===== config.mk =====
export PLATFORM = sky130hd
export DESIGN_NAME = change_dispense_ctrl
export DESIGN_NICKNAME = d
export VERILOG_FILES = /design/src/rtl/change_dispense_ctrl.sv
export SDC_FILE = /design/constraint.sdc
export NUM_CORES = 1
export LEC_CHECK = 0
export BUFFER_PORTS_ARGS = -buffer_cell sky130_fd_sc_hd__clkbuf_2
export CORE_ASPECT_RATIO = 0.7
export CORE_MARGIN = 5
export CORE_UTILIZATION = 56
export CTS_CLUSTER_SIZE = 28
export DETAILED_ROUTE_END_ITERATION = 10
export MAX_ROUTING_LAYER = met4
export PLACE_DENSITY = 0.92
export SYNTH_ARGS = -nofsm -noshare
export SYNTH_HDL_FRONTEND = slang
export SYNTH_SLANG_ARGS = --single-unit

===== constraint.sdc =====
create_clock -name sys_clk -period 3.1 [get_ports sys_clk]
set_clock_uncertainty 0.05 [all_clocks]
set_input_delay 0 -clock sys_clk [delete_from_list [all_inputs] [get_ports sys_clk]]
set_output_delay 0 -clock sys_clk [all_outputs]
set_load 0.005 [all_outputs]

===== src/rtl/change_dispense_ctrl.sv =====
// rtl/change_dispense_ctrl.sv - greedy change-return sequencer driving a one-note-per-handshake dispenser
//
// Ports:
//   sys_clk, sys_rst_n          clock, asynchronous active-low reset
//   start, change_amount        begin returning change_amount (sampled in IDLE)
//   refill                      reload every denomination counter (IDLE only)
//   dispense_ack                actuator accepted the current note
//   dispense_req, dispense_denom   note request and its one-hot {50,20,10,5,1}
//   remaining, inventory        amount still owed, packed counters {c50,c20,c10,c5,c1}
//   busy, done, fail, fail_code status; fail_code 01 = empty inventory, 10 = ack timeout
//   state_out                   one-hot state
module change_dispense_ctrl #(
   parameter int INIT_CNT    = 8,
   parameter int CNT_W       = 4,
   parameter int GAP_CYCLES  = 4,
   parameter int ACK_TIMEOUT = 1000
) (
   input  logic               sys_clk,
   input  logic               sys_rst_n,
   input  logic               start,
   input  logic [7:0]         change_amount,
   input  logic               refill,
   input  logic               dispense_ack,
   output logic               dispense_req,
   output logic [4:0]         dispense_denom,
   output logic [7:0]         remaining,
   output logic [5*CNT_W-1:0] inventory,
   output logic               busy,
   output logic               done,
   output logic               fail,
   output logic [1:0]         fail_code,
   output logic [6:0]         state_out
);

   localparam int TMR_W = $clog2(ACK_TIMEOUT + 1);
   localparam int GAP_W = $clog2(GAP_CYCLES + 1);
   localparam logic [TMR_W-1:0] TMR_LAST = TMR_W'(ACK_TIMEOUT - 1);
   localparam logic [GAP_W-1:0] GAP_LAST = GAP_W'(GAP_CYCLES - 1);
   localparam logic [CNT_W-1:0] INIT_VAL = CNT_W'(INIT_CNT);

   // Index 0 is the smallest note; bit i of a one-hot denom selects DVAL[i].
   localparam logic [7:0] DVAL [5] = '{8'd1, 8'd5, 8'd10, 8'd20, 8'd50};

   typedef enum logic [6:0] {
      S_IDLE   = 7'h01,
      S_SELECT = 7'h02,
      S_REQ    = 7'h04,
      S_WAIT   = 7'h08,
      S_GAP    = 7'h10,
      S_DONE   = 7'h20,
      S_FAIL   = 7'h40
   } state_t;

   state_t           state;
   state_t           state_nxt;
   logic [CNT_W-1:0] cnt [5];
   logic [4:0]       denom;
   logic [4:0]       pick;
   logic [7:0]       sel_val;
   logic [TMR_W-1:0] tmr;
   logic [GAP_W-1:0] gap;

   // Greedy choice: largest note that still fits the remainder and is in stock.
   always_comb begin
      pick = '0;
      for (int i = 4; i >= 0; i--) begin
         if (pick == '0 && remaining >= DVAL[i] && cnt[i] != '0) begin
            pick[i] = 1'b1;
         end
      end
   end

   always_comb begin
      sel_val = '0;
      for (int i = 0; i < 5; i++) begin
         if (denom[i]) begin
            sel_val = sel_val | DVAL[i];
         end
      end
   end

   always_ff @(posedge sys_clk or negedge sys_rst_n) begin
      if (!sys_rst_n) begin
         state <= S_IDLE;
      end else begin
         state <= state_nxt;
      end
   end

   always_comb begin
      state_nxt = state;
      case (state)
         S_IDLE:   if (start) state_nxt = S_SELECT;
         S_SELECT: begin
            if (remaining == '0) begin
               state_nxt = S_DONE;
            end else if (pick != '0) begin
               state_nxt = S_REQ;
            end else begin
               state_nxt = S_FAIL;
            end
         end
         S_REQ:    state_nxt = S_WAIT;
         // An ack on the final timeout cycle still wins.
         S_WAIT: begin
            if (dispense_ack) begin
               state_nxt = S_GAP;
            end else if (tmr == TMR_LAST) begin
               state_nxt = S_FAIL;
            end
         end
         S_GAP:    if (gap == GAP_LAST) state_nxt = S_SELECT;
         S_DONE:   state_nxt = S_IDLE;
         S_FAIL:   state_nxt = S_IDLE;
         default:  state_nxt = S_IDLE;
      endcase
   end

   always_ff @(posedge sys_clk or negedge sys_rst_n) begin
      if (!sys_rst_n) begin
         remaining <= '0;
         denom     <= '0;
         fail_code <= '0;
         tmr       <= '0;
         gap       <= '0;
         for (int i = 0; i < 5; i++) begin
            cnt[i] <= INIT_VAL;
         end
      end else begin
         case (state)
            S_IDLE: begin
               if (refill) begin
                  for (int i = 0; i < 5; i++) begin
                     cnt[i] <= INIT_VAL;
                  end
               end
               if (start) begin
                  remaining <= change_amount;
                  fail_code <= 2'b00;
               end
            end
            S_SELECT: begin
               if (remaining != '0) begin
                  if (pick != '0) begin
                     denom <= pick;
                  end else begin
                     fail_code <= 2'b01;
                  end
               end
            end
            S_REQ: tmr <= '0;
            S_WAIT: begin
               if (dispense_ack) begin
                  remaining <= remaining - sel_val;
                  for (int i = 0; i < 5; i++) begin
                     if (denom[i]) begin
                        cnt[i] <= cnt[i] - 1'b1;
                     end
                  end
                  gap <= '0;
               end else if (tmr == TMR_LAST) begin
                  fail_code <= 2'b10;
               end else begin
                  tmr <= tmr + 1'b1;
               end
            end
            S_GAP: gap <= gap + 1'b1;
            default: ;
         endcase
      end
   end

   // Decoded from the state register so a reset drops the request immediately.
   assign dispense_req   = (state == S_REQ) || (state == S_WAIT);
   assign dispense_denom = dispense_req ? denom : 5'b00000;
   assign busy           = (state != S_IDLE);
   assign done           = (state == S_DONE);
   assign fail           = (state == S_FAIL);
   assign state_out      = state;

   always_comb begin
      inventory = '0;
      for (int i = 0; i < 5; i++) begin
         inventory[i*CNT_W +: CNT_W] = cnt[i];
      end
   end

endmodule


==> summary.txt <==
Drt
  • Drt initial violations: 364
  • DR vias: 3102
  • Via density: 6.30
  • WL final: 9.03 mm
  • Detailed-route wire length per cell: 18.4 um
  • Router iterations before antenna repair: 6
  • Routed Antenna Nets: 0
  • DRC violations left: 0

Worst setup path
  • CP Data Arrival Time: 2.84 ns
  • CP peak stage delay: 0.99 ns
  • Critical-path top delay cell: a21oi_1
  • CP max FO: 18
  • Crit path launch type: register
  • R2R Setup Slk: 0.42 ns
  • Cell repeated most along the worst path: a21oi_1
  • Crit path kind: register to register
  • Reg2reg end: remaining[5]
  • Worst r2r src: state_out[0]
  • CP endpoint kind: register
  • Crit-path cells: or3_1 > nor3_4 > a21oi_1 > nor3b_1 > a21oi_1 > nand2_1
  • Critical Path RT: 3.26 ns
  • R2r worst-path depth: 6

Cells and area
  • Ratio of cells with drive above 1 in the final layout: 20.6%
  • Final core occ: 66.9%
  • Antenna diode count: 0
  • Area growth syn-to-layout: 15.8%
  • FILL cells: 448
  • Final nets: 449
  • Final std cells w/o fill: 492

STA
  • Final Max Slew Viols: 0
  • Fin crit period: 2.68 ns
  • F_max: 373 MHz
  • Slew HR: 15.7%
  • Fin crit share: 86.5%
  • Unrepaired setup endpoints after global routing: no
  • Final TNS setup: 0 ns
  • Final-report setup violation count: 0
  • Hold Vio Cnt, Final: 0
  • Slew @ Worst Pin: 1.27 ns

Die
  • Initial core utilization: 57.7%
  • Core area: 0.00573 mm2
  • Die Span Y: 74.3 um
  • Row count: 23
  • Die area: 0.00756 mm2
  • Die X: 102 um
  • Io pins: 59

Synth
  • Syn_nets: 385
  • FF+latch count, synth: 55
  • Synth area leaders: dfrtp_1 37%, ha_1 7.2%, dfstp_2 4.8%
  • Cells after Synth: 352
  • Fraction of registers with async set/reset: 100%
  • Cell accounting for the most synthesized area: dfrtp_1
  • Count leader, synth: dfrtp_1
  • Top cell type's share of synthesized area: 37.1%
  • Sequential area share after synthesis: 41.9%
  • Prevailing post-synth register cell: dfrtp_1
  • Cell variety after synth: 54
  • Post-synth top cells: 49 x dfrtp_1, 37 x nor2_1, 35 x nand2_1
  • Syn Std Cell Area: 0.00331 mm2
  • Post-synth EDFFs: 0
  • Syn Area/Cell: 9.39 um2
  • Synth warn: 0

Place
  • Dpl hpwl: 6.72 mm
  • Gpl congestion: 0.881
  • PortBufs: 58
  • Placed Instances: 477

Power and ir drop
  • Register share of total power: 39.3%
  • Gate power share: 45.4%
  • Clock Power Share: 15.4%
  • Pwr/cell area: 715 mW/mm2
  • Overall Power: 2.74 mW
  • Sw frac: 44.4%
  • Net load switching power: 1.22 mW
  • Internal Power: 1.52 mW
  • Maximum VDD drop: 633 uV
  • Leakage power: 1.81 nW

GRT
  • Global-route wire length before repair: 14.8 mm
  • Initial antenna violation count: 0
  • GRT Util Overall: 26.0%
  • Largest net degree at the start of global routing: 36
  • Total gr overflow: 0
  • Number of global-route vias before repair: 3022

CTS
  • Sink Count: 55
  • Clock transition at path regs: 0.11 ns
  • Max Buffers Root-to-Sink: 2
  • CTS Buf Count: 5
  • CTS tree: yes
  • # H-tree levels: 2
  • Root buf cell: clkbuf_8
  • Clock insertion delay at the later pin of the skew report: 0.33 ns

Min path
  • Worst min path class: primary input to register
  • Worst hold path startpoint: change_amount[6]
  • Sink of the worst hold path: remaining[6]
  • Hold Path Stages: 3

Flow run
  • Max Cap Viol: 0

Outcome
  • Outcome: finished, final reports clean
## cells by family (layout without fill, tap and decap cells)
| group | count (synthesis) | in the layout | share of synthesized area [%] |
|---|---|---|---|
| AND/OR/NAND/NOR | 142 | 142 | 23.4 |
| AO/OA/AOI/OAI | 76 | 76 | 15.8 |
| flip-flops | 55 | 55 | 41.9 |
| buffers and inverters | 33 | 98 | 4.01 |
| adder cells (fa/ha/maj) | 20 | 20 | 7.80 |
| XOR/XNOR | 19 | 19 | 5.03 |
| multiplexers | 7 | 7 | 2.12 |
## how the worst max path moves through the flow
stage	slack, ns	cells after the start	to	startpoint
after floorplan	0.86	7	inventory[0]	state_out[4]
after global placement	0.63	6	remaining[5]	state_out[0]
after detailed placement	0.50	5	remaining[6]	state_out[0]
after CTS	0.46	5	remaining[6]	state_out[0]
after global routing	0.25	5	remaining[6]	state_out[0]
final	0.42	6	remaining[5]	state_out[0]
## metrics by stage
stage | hold slack (ns) | area (um2) | setup WS (ns)
after detailed placement | -0.0405 | 3670 | 0.498
after CTS | 0.00518 | 3830 | 0.462
final | 0.00991 | 3830 | 0.419
after floorplan | -0.346 | 3310 | 0.865
after global placement | -0.0600 | 3670 | 0.627
after global routing | 0.00960 | 3830 | 0.253
## final cells by class
cell class	instances	area [um2]	share of cell area (%)
clock buffer	6	72.6	1.90
inverter	21	78.8	2.06
tap	75	93.8	2.45
clock inverter	2	17.5	0.458
sequential	55	1380	36.1
timing repair buffer	69	390	10.2
multi-input combinational	264	1790	46.8
## worst max-delay path, delay by kind of cell, from the launching register on
kind            cells  cell delay (ns)
compound gates      2             1.17
flops               1             0.61
simple gates        4             0.75
## state kept, by name (all words and copies together), names as in the netlist
register and flops:
denom 5, tmr 10, fail_code 2, state_out 7
remaining 8, inventory 20, gap 3
## power groups by stage
stage	Combinational, mW	Sequential, mW	Clock, mW
3_3_place_gp	1.13	1.07	0
3_5_place_dp	1.20	1.08	0
5_1_grt	1.37	1.09	0.451
2_1_floorplan	0.870	1.01	0
4_1_cts	1.23	1.07	0.419
6_report	1.24	1.08	0.421
## cells in the final DEF (no fill, tap or decap), types with 3 or more instances in the layout
master and instances:
dlygate4sd3_1 7, mux2i_1 7, dfstp_2 6, buf_4 4, o22ai_1 5, a22o_1 14, o21a_1 3, nor2_1 36
nor3_1 10, ha_1 19, xor2_1 14, dfrtp_1 49, nand2_1 35, nand4_1 10, clkbuf_8 5, o21ai_1 7
o22a_1 4, clkbuf_2 58, or3_1 5, nor4_1 4, nor3b_1 3, xnor2_1 5, nand3_1 10, inv_1 20
and2_1 7, a21oi_1 17, and3_1 3, o21ai_0 12
## routing by layer
layer	up-vias	routed length (um)	share of wire, %	track usage, %
li1	1387	-	-	-
met1	1472	3760	42	34.5
met2	195	3990	44	38.2
met3	48	965	11	6.75
met4	0	308	3.4	11.1
met5	-	0	0	-
## what timing repair did
action | 4_1_cts | 5_1_grt
hold buffers | 7 | 0
gates resized for setup | 0 | 0
hold endpoints to repair | 26 | 0
buffers inserted | 0 | 0
Power figures use the tool's default switching activity.
